File: config.mk
export PLATFORM = sky130hd
export DESIGN_NAME = mem_arbiter_flat
export DESIGN_NICKNAME = d
export VERILOG_FILES = /design/src/rtl/mem_arb_pkg.sv /design/src/rtl/mem_arbiter_if.sv /design/src/rtl/mem_arbiter_rr_picker.sv /design/src/rtl/mem_arbiter.sv /design/src/flat_wrapper.sv
export SDC_FILE = /design/constraint.sdc
export NUM_CORES = 1
export LEC_CHECK = 0
export CAP_MARGIN = 20
export CELL_PAD_IN_SITES_DETAIL_PLACEMENT = 0
export CELL_PAD_IN_SITES_GLOBAL_PLACEMENT = 1
export CORE_MARGIN = 2
export CORE_UTILIZATION = 10
export CTS_CLUSTER_SIZE = 28
export DETAILED_ROUTE_END_ITERATION = 12
export MAX_ROUTING_LAYER = met4
export PLACE_DENSITY = 0.77
export SYNTH_ARGS = -nofsm -noshare
export SYNTH_HDL_FRONTEND = slang
export SYNTH_HIERARCHICAL = 1
export SYNTH_SLANG_ARGS = --single-unit
File: constraint.sdc
create_clock -name clk -period 1.8 [get_ports clk]
set_input_delay 0.36 -clock clk [delete_from_list [all_inputs] [get_ports clk]]
set_output_delay 0.36 -clock clk [all_outputs]
set_load 0.02 [all_outputs]
File: src/rtl/mem_arb_pkg.sv
// Shared types and limits for the mem_arbiter block: FSM state enum, size limits
// and the byte-strobe width helper.
package mem_arb_pkg;

    typedef enum logic {
        ARB_IDLE = 1'b0,
        ARB_WAIT = 1'b1
    } arb_state_e;

    localparam int MAX_REQ = 4;
    localparam int MAX_LAT = 4;
    localparam int CNT_W   = $clog2(MAX_LAT);

    function automatic int strb_w(input int data_w);
        return data_w / 8;
    endfunction

endpackage

File: src/rtl/mem_arbiter_if.sv
// Requester and memory-side bus of mem_arbiter. The slave modport is the arbiter;
// the master modport is the requesters plus the memory macro.
interface mem_arbiter_if
    import mem_arb_pkg::*;
#(
    parameter int NUM_REQ = 2,
    parameter int ADDR_W  = 32,
    parameter int DATA_W  = 32
);
    localparam int STRB_W = strb_w(DATA_W);

    // Handshake: request i transfers on a rising edge where req_valid[i] and
    // req_ready[i] are both high; until then the requester holds req_* stable but
    // may drop req_valid. Completion is a single-cycle resp_valid[i] pulse with no
    // back-pressure; resp_rdata is meaningful only while a resp_valid bit is high.
    logic [NUM_REQ-1:0]             req_valid;
    logic [NUM_REQ-1:0]             req_ready;
    logic [NUM_REQ-1:0]             req_we;
    logic [NUM_REQ-1:0]             req_lock;
    logic [NUM_REQ-1:0][ADDR_W-1:0] req_addr;
    logic [NUM_REQ-1:0][DATA_W-1:0] req_wdata;
    logic [NUM_REQ-1:0][STRB_W-1:0] req_wstrb;
    logic [NUM_REQ-1:0]             resp_valid;
    logic [DATA_W-1:0]              resp_rdata;

    logic                           mem_en;
    logic                           mem_we;
    logic [ADDR_W-1:0]              mem_addr;
    logic [DATA_W-1:0]              mem_wdata;
    logic [STRB_W-1:0]              mem_wstrb;
    logic [DATA_W-1:0]              mem_rdata;

    modport slave (
        input  req_valid, req_we, req_lock, req_addr, req_wdata, req_wstrb, mem_rdata,
        output req_ready, resp_valid, resp_rdata,
               mem_en, mem_we, mem_addr, mem_wdata, mem_wstrb
    );

    modport master (
        output req_valid, req_we, req_lock, req_addr, req_wdata, req_wstrb, mem_rdata,
        input  req_ready, resp_valid, resp_rdata,
               mem_en, mem_we, mem_addr, mem_wdata, mem_wstrb
    );

endinterface

File: src/rtl/mem_arbiter_rr_picker.sv
// Combinational round-robin picker: first valid requester scanning upward from
// ptr_i+1, wrapping modulo NUM_REQ. Returns a one-hot grant and its index.
module rr_picker
    import mem_arb_pkg::*;
#(
    parameter int NUM_REQ = 2,
    parameter int IDX_W   = 1
) (
    input  logic [NUM_REQ-1:0] valid_i,
    input  logic [IDX_W-1:0]   ptr_i,
    output logic [NUM_REQ-1:0] grant_o,
    output logic [IDX_W-1:0]   idx_o,
    output logic               any_o
);

    always_comb begin
        logic found;
        found   = 1'b0;
        grant_o = '0;
        idx_o   = '0;
        // Pass one covers the indices above the pointer, pass two wraps to the rest.
        for (int i = 0; i < NUM_REQ; i++) begin
            if (!found && (i > int'(ptr_i)) && valid_i[i]) begin
                found      = 1'b1;
                grant_o[i] = 1'b1;
                idx_o      = IDX_W'(i);
            end
        end
        for (int i = 0; i < NUM_REQ; i++) begin
            if (!found && (i <= int'(ptr_i)) && valid_i[i]) begin
                found      = 1'b1;
                grant_o[i] = 1'b1;
                idx_o      = IDX_W'(i);
            end
        end
        any_o = found;
    end

endmodule

File: src/rtl/mem_arbiter.sv
// Round-robin arbiter sharing one single-port synchronous memory between NUM_REQ
// requesters, one transaction at a time. Define MEMARB_LOCK_EN to enable locked sequences.
module mem_arbiter
    import mem_arb_pkg::*;
#(
    parameter int NUM_REQ = 2,
    parameter int ADDR_W  = 32,
    parameter int DATA_W  = 32,
    parameter int LAT     = 1
) (
    input  logic         clk,
    input  logic         reset,
    mem_arbiter_if.slave bus,
    output arb_state_e   dbg_state_o
);

    localparam int IDX_W  = (NUM_REQ > 1) ? $clog2(NUM_REQ) : 1;
    localparam int STRB_W = strb_w(DATA_W);

    arb_state_e         state_q;
    logic [IDX_W-1:0]   rr_ptr_q;
    logic [IDX_W-1:0]   owner_q;
    logic [CNT_W-1:0]   cnt_q;
    logic               locked_q;

    logic [NUM_REQ-1:0] owner_mask;
    logic [NUM_REQ-1:0] elig;
    logic [NUM_REQ-1:0] grant;
    logic [IDX_W-1:0]   grant_idx;
    logic               grant_any;
    logic               issue;
    logic               respond;

    assign owner_mask = NUM_REQ'(1) << owner_q;
    assign elig       = locked_q ? (bus.req_valid & owner_mask) : bus.req_valid;

    rr_picker #(
        .NUM_REQ (NUM_REQ),
        .IDX_W   (IDX_W)
    ) u_picker (
        .valid_i (elig),
        .ptr_i   (rr_ptr_q),
        .grant_o (grant),
        .idx_o   (grant_idx),
        .any_o   (grant_any)
    );

    // Gating with reset keeps every output low while reset is held, even with requests pending.
    assign issue   = reset && (state_q == ARB_IDLE) && grant_any;
    assign respond = reset && (state_q == ARB_WAIT) && (cnt_q == '0);

    always_comb begin
        bus.req_ready = '0;
        bus.mem_en    = 1'b0;
        bus.mem_we    = 1'b0;
        bus.mem_addr  = '0;
        bus.mem_wdata = '0;
        bus.mem_wstrb = '0;
        if (issue) begin
            bus.req_ready = grant;
            bus.mem_en    = 1'b1;
            for (int i = 0; i < NUM_REQ; i++) begin
                if (grant[i]) begin
                    bus.mem_we    = bus.req_we[i];
                    bus.mem_addr  = bus.req_addr[i];
                    bus.mem_wdata = bus.req_wdata[i];
                    bus.mem_wstrb = bus.req_wstrb[i];
                end
            end
        end
        bus.resp_valid = respond ? owner_mask : '0;
        bus.resp_rdata = respond ? bus.mem_rdata : '0;
    end

    always_ff @(posedge clk or negedge reset) begin
        if (!reset) begin
            state_q  <= ARB_IDLE;
            rr_ptr_q <= IDX_W'(NUM_REQ - 1);
            cnt_q    <= '0;
            owner_q  <= '0;
        end else begin
            unique case (state_q)
                ARB_IDLE: begin
                    if (grant_any) begin
                        owner_q  <= grant_idx;
                        rr_ptr_q <= grant_idx;
                        cnt_q    <= CNT_W'(LAT - 1);
                        state_q  <= ARB_WAIT;
                    end
                end
                ARB_WAIT: begin
                    if (cnt_q != '0) begin
                        cnt_q <= cnt_q - 1'b1;
                    end else begin
                        state_q <= ARB_IDLE;
                    end
                end
                default: state_q <= ARB_IDLE;
            endcase
        end
    end

`ifdef MEMARB_LOCK_EN
    // The lock bit of each issued transaction decides whether the owner keeps exclusivity.
    always_ff @(posedge clk or negedge reset) begin
        if (!reset) begin
            locked_q <= 1'b0;
        end else if (issue) begin
            locked_q <= |(bus.req_lock & grant);
        end
    end
`else
    logic unused_lock;
    assign locked_q    = 1'b0;
    assign unused_lock = ^bus.req_lock;
`endif

    assign dbg_state_o = state_q;

endmodule

File: src/flat_wrapper.sv
// flat-port wrapper written by rule: the top's interface ports become plain ports
module mem_arbiter_flat import mem_arb_pkg::*;
#(
    parameter int NUM_REQ = 2,
    parameter int ADDR_W  = 32,
    parameter int DATA_W  = 32,
    parameter int LAT     = 1
)
  (clk, reset, dbg_state_o, bus_req_valid, bus_req_we, bus_req_lock, bus_req_addr, bus_req_wdata, bus_req_wstrb, bus_mem_rdata, bus_req_ready, bus_resp_valid, bus_resp_rdata, bus_mem_en, bus_mem_we, bus_mem_addr, bus_mem_wdata, bus_mem_wstrb);
  mem_arbiter_if #(.NUM_REQ(NUM_REQ), .ADDR_W(ADDR_W), .DATA_W(DATA_W)) bus_i ();
  input  logic clk;
  input  logic reset;
  output arb_state_e dbg_state_o;
  input wire logic [$bits(bus_i.req_valid)-1:0] bus_req_valid;
  input wire logic [$bits(bus_i.req_we)-1:0] bus_req_we;
  input wire logic [$bits(bus_i.req_lock)-1:0] bus_req_lock;
  input wire logic [$bits(bus_i.req_addr)-1:0] bus_req_addr;
  input wire logic [$bits(bus_i.req_wdata)-1:0] bus_req_wdata;
  input wire logic [$bits(bus_i.req_wstrb)-1:0] bus_req_wstrb;
  input wire logic [$bits(bus_i.mem_rdata)-1:0] bus_mem_rdata;
  output wire logic [$bits(bus_i.req_ready)-1:0] bus_req_ready;
  output wire logic [$bits(bus_i.resp_valid)-1:0] bus_resp_valid;
  output wire logic [$bits(bus_i.resp_rdata)-1:0] bus_resp_rdata;
  output wire logic [$bits(bus_i.mem_en)-1:0] bus_mem_en;
  output wire logic [$bits(bus_i.mem_we)-1:0] bus_mem_we;
  output wire logic [$bits(bus_i.mem_addr)-1:0] bus_mem_addr;
  output wire logic [$bits(bus_i.mem_wdata)-1:0] bus_mem_wdata;
  output wire logic [$bits(bus_i.mem_wstrb)-1:0] bus_mem_wstrb;
  assign bus_i.req_valid = bus_req_valid;
  assign bus_i.req_we = bus_req_we;
  assign bus_i.req_lock = bus_req_lock;
  assign bus_i.req_addr = bus_req_addr;
  assign bus_i.req_wdata = bus_req_wdata;
  assign bus_i.req_wstrb = bus_req_wstrb;
  assign bus_i.mem_rdata = bus_mem_rdata;
  assign bus_req_ready = bus_i.req_ready;
  assign bus_resp_valid = bus_i.resp_valid;
  assign bus_resp_rdata = bus_i.resp_rdata;
  assign bus_mem_en = bus_i.mem_en;
  assign bus_mem_we = bus_i.mem_we;
  assign bus_mem_addr = bus_i.mem_addr;
  assign bus_mem_wdata = bus_i.mem_wdata;
  assign bus_mem_wstrb = bus_i.mem_wstrb;
  mem_arbiter #(.NUM_REQ(NUM_REQ), .ADDR_W(ADDR_W), .DATA_W(DATA_W), .LAT(LAT)) u_core (.clk(clk), .reset(reset), .bus(bus_i), .dbg_state_o(dbg_state_o));
endmodule
==> results of run 1 <==
## cells in the final DEF, fill, tap and decap left out, types with 2 or more instances in the layout
master / n
sky130_fd_sc_hd__clkdlybuf4s50_1: 170
sky130_fd_sc_hd__buf_6: 114
sky130_fd_sc_hd__a22oi_2: 63
sky130_fd_sc_hd__nor2_2: 48
sky130_fd_sc_hd__and2_4: 33
sky130_fd_sc_hd__buf_4: 28
sky130_fd_sc_hd__nor2_4: 20
sky130_fd_sc_hd__buf_12: 13
sky130_fd_sc_hd__clkbuf_16: 8
sky130_fd_sc_hd__nand2_1: 7
sky130_fd_sc_hd__buf_16: 6
sky130_fd_sc_hd__a22oi_1: 5
sky130_fd_sc_hd__inv_2: 4
sky130_fd_sc_hd__dfrtp_1: 4
sky130_fd_sc_hd__nor2b_4: 3
sky130_fd_sc_hd__and3_4: 3
sky130_fd_sc_hd__diode_2: 2
sky130_fd_sc_hd__buf_2: 2
sky130_fd_sc_hd__a21boi_4: 2
## logic make-up (layout without fill, tap and decap cells)
kind of cell             after synthesis  after routing  share of synthesized area [%]
AND/OR/NAND/NOR                      119            119                          36.29
AO/OA/AOI/OAI                         74             74                          41.94
buffers and inverters                 31            349                          12.18
flip-flops                             5              5                          8.146
adder cells (fa/ha/maj)                1              1                         0.8063
multiplexers                           1              1                         0.6452
other                                  0              2                              0
## through the flow
stage / cell area [um^2] / power [W] / worst slack [ns] / hold slack, ns
floorplan: 1837 / 0.001638 / -0.08608 / 0.06441
global placement: 4990 / 0.002933 / -1.007 / 0.4898
detailed placement: 4990 / 0.002979 / -1.015 / 0.4996
CTS: 5791 / 0.004152 / -0.3690 / 0.3174
global route: 6131 / 0.004663 / -0.4541 / 0.3732
finish: 6131 / 0.004402 / -0.3655 / 0.3059
## repair_timing
action / 4_1_cts / 5_1_grt
buffers inserted: 21 / 6
pin swaps: 22 / 39
resized for setup: 689 / 72
gates cloned: 8 / 6
setup endpoints to repair: 106 / 107
## registers in the layout (all words and copies together), names as in the netlist
| signal | count |
|---|---|
| u_core/cnt_q | 2 |
| u_core/dbg_state_o | 1 |
| u_core/owner_q | 1 |
| u_core/rr_ptr_q | 1 |
## routing by layer
metal | vias up | GRT usage (%)
li1 | 1465 | -
met1 | 1415 | 13.29
met2 | 196 | 25.50
met3 | 17 | 3.451
met4 | 0 | 3.005
met5 | - | -
## power breakdown
group          internal, W  switching, W
clock             0.000294     0.0000738
sequential        0.000174     0.0000493
combinational      0.00213       0.00168
total              0.00260       0.00180
## worst max-delay path by stage
stage                        end  slack, ns  cells after the start
6_report        bus_mem_addr[23]      -0.37                      8
5_1_grt          bus_mem_addr[6]      -0.45                      8
4_1_cts         bus_mem_wdata[5]      -0.37                      8
3_5_place_dp    bus_mem_wdata[7]      -1.01                      7
3_3_place_gp     bus_mem_addr[3]      -1.01                      7
2_1_floorplan  bus_mem_wdata[14]      -0.09                      9
## worst max-delay path, cell delays in order, from the launching register on
cell and delay [ns]:
sky130_fd_sc_hd__dfstp_2 0.53, sky130_fd_sc_hd__inv_2 0.04, sky130_fd_sc_hd__a21boi_4 0.13, sky130_fd_sc_hd__nor2b_4 0.22
sky130_fd_sc_hd__buf_12 0.18, sky130_fd_sc_hd__clkbuf_16 0.16, sky130_fd_sc_hd__a22oi_2 0.05, sky130_fd_sc_hd__nor2_2 0.12
sky130_fd_sc_hd__buf_6 0.12
## layout make-up
class / count / share of cell area, %
Sequential cell: 5 / 2.061
Inverter: 4 / 0.2449
Multi-Input combinational cell: 195 / 30.63
Antenna cell: 2 / 0.08163
Timing Repair Buffer: 341 / 61.86
Clock buffer: 4 / 1.286
Tap cell: 188 / 3.837
==> impl_metrics.env, run 1 <==
export IMPL_run_status="finished with violations"
export IMPL_failed_checks="setup timing"
export IMPL_clk_pin_slew_worst_paths_ns=0.03
export IMPL_post_synth_top_area_cell="sky130_fd_sc_hd__a22oi_1"
export IMPL_layout_worst_path_cycle_share_pct=120.3
export IMPL_synth_ff_type="sky130_fd_sc_hd__dfrtp_1"
export IMPL_tritoncts_num_sinks=5
export IMPL_vias=3093
export IMPL_critPathLaunchType="flop"
export IMPL_critical_path_type="flop to primary output"
export IMPL_place_detailed_instances=697
export IMPL_post_synth_inst_count=231
export IMPL_floorplan_die_width_um=128.6
export IMPL_multi_input_area_um2=1878
export IMPL_dpl_hpwl_um=8286
export IMPL_post_route_min_period_ns=2.165
export IMPL_groute_usage_overall_pct=13.22
export IMPL_post_synth_num_cell_types=28
export IMPL_first_global_vias=3173
export IMPL_hold_class="input pin to async pin"
export IMPL_overflow=0
export IMPL_postLayoutCoreUtil_pct=40.33
export IMPL_core_region_area_um2=15200
export IMPL_m1WireLength_um=4273
export IMPL_max_freq_mhz=461.8
export IMPL_final_report_setup_violation_count=99
export IMPL_ys_warn_count=6
export IMPL_initial_utilization_pct=10.21
export IMPL_source_to_sink_clock_delay_at_the_later_pin_of_the_worst_skew_pair_ns=0.23
export IMPL_post_route_cells_drive_above_1_share_pct=64.12
export IMPL_grt_pass1_wl_um=16530
export IMPL_std_cell_rows=45
export IMPL_finalWeightedCongestion=0.8272
export IMPL_design_die_area_um2=16530
export IMPL_antenna_violations_before_repair=2
export IMPL_first_pass_iters=3
export IMPL_r2r_setup_slack_ns=0.37
export IMPL_slew_headroom_pct=81.18
export IMPL_crit_reg2reg_capture="u_core/owner_q$_DFFE_PN0P_"
export IMPL_avgViaCountPerCell=4.185
export IMPL_chipHeight_um=128.6
export IMPL_drtAntennaViolNets=0
export IMPL_netlist_top_cells_count="69 x sky130_fd_sc_hd__nor2_1, 48 x sky130_fd_sc_hd__a22oi_1, 33 x sky130_fd_sc_hd__and2_1"
export IMPL_layout_area_seq_um2=126.4
export IMPL_ys_seq_elements=5
export IMPL_floorplan_io_pins=283
export IMPL_cellLeakagePower_nw=2.376
export IMPL_endpoint_kind="primary output"
export IMPL_syn_area_per_cell_um2=6.716
export IMPL_detail_route_iter0_violations=60
export IMPL_setup_ws_ns=-0.3655
export IMPL_power_density_nw_per_um2=717.9
export IMPL_cts_hold_repair_buffers=0
export IMPL_postRouteWirelength_um=12160
export IMPL_finalClockSkew_ns=0.0007845
export IMPL_required_ns=1.44
export IMPL_drv_slew=0
export IMPL_final_cells=739
export IMPL_cp_arrival_ns=1.81
export IMPL_placement_io_buffers=280
export IMPL_layout_filler_cells=1476
export IMPL_grt_setup_unrepaired="yes"
export IMPL_tritoncts="yes"
export IMPL_maximum_number_of_pins_on_one_net_before_global_route_repair=28
export IMPL_synth_largest_type_area_fraction_pct=23.23
export IMPL_drcViolationCount=0
export IMPL_hold_violations=0
export IMPL_reg2reg_from="u_core/rr_ptr_q$_DFFE_PN1P_"
export IMPL_worst_slew_pin_transition_ns=0.2823
export IMPL_wl_per_cell_um=16.46
export IMPL_seq_area_frac_synth_pct=8.145
export IMPL_timing_critical_path_fanout_max=7
export IMPL_synth_enable_flop_cells=0
export IMPL_yosys_top_cells_area="sky130_fd_sc_hd__a22oi_1 23%, sky130_fd_sc_hd__nor2_1 17%, sky130_fd_sc_hd__a22oi_2 16%"
export IMPL_nets=727
export IMPL_cts_made_buffers=3
export IMPL_met2RoutedLength_um=6386
export IMPL_mappedNetlistArea_um2=1551
export IMPL_post_synth_top_count_cell="sky130_fd_sc_hd__nor2_1"
export IMPL_area_growth_pct=295.2
export IMPL_h_tree_depth=1
export IMPL_synth_net_count=408
export IMPL_route_top_layer_used="met4"
export IMPL_vdd_ir_drop_worst_mv=0.3777
export IMPL_setup_total_negative_slack_ns=-23.97
export IMPL_worst_r2r_cell_count=7
export IMPL_worst_setup_path_startpoint="u_core/rr_ptr_q$_DFFE_PN1P_"
export IMPL_max_cap_violations=0
export IMPL_dr_wl_met3_um=1249
export IMPL_cts_root_to_sink_buffers=2
export IMPL_clock_root_buffer="sky130_fd_sc_hd__clkbuf_16"
export IMPL_postSynth_asyncResetShare_pct=100.0
Power figures use the tool's default switching activity.
==> run 2: changes to the inputs <==
- CAP_MARGIN: 20 -> not set
==> results of run 2 <==
The final DEF is identical to that of run 1; final timing and power are the same.
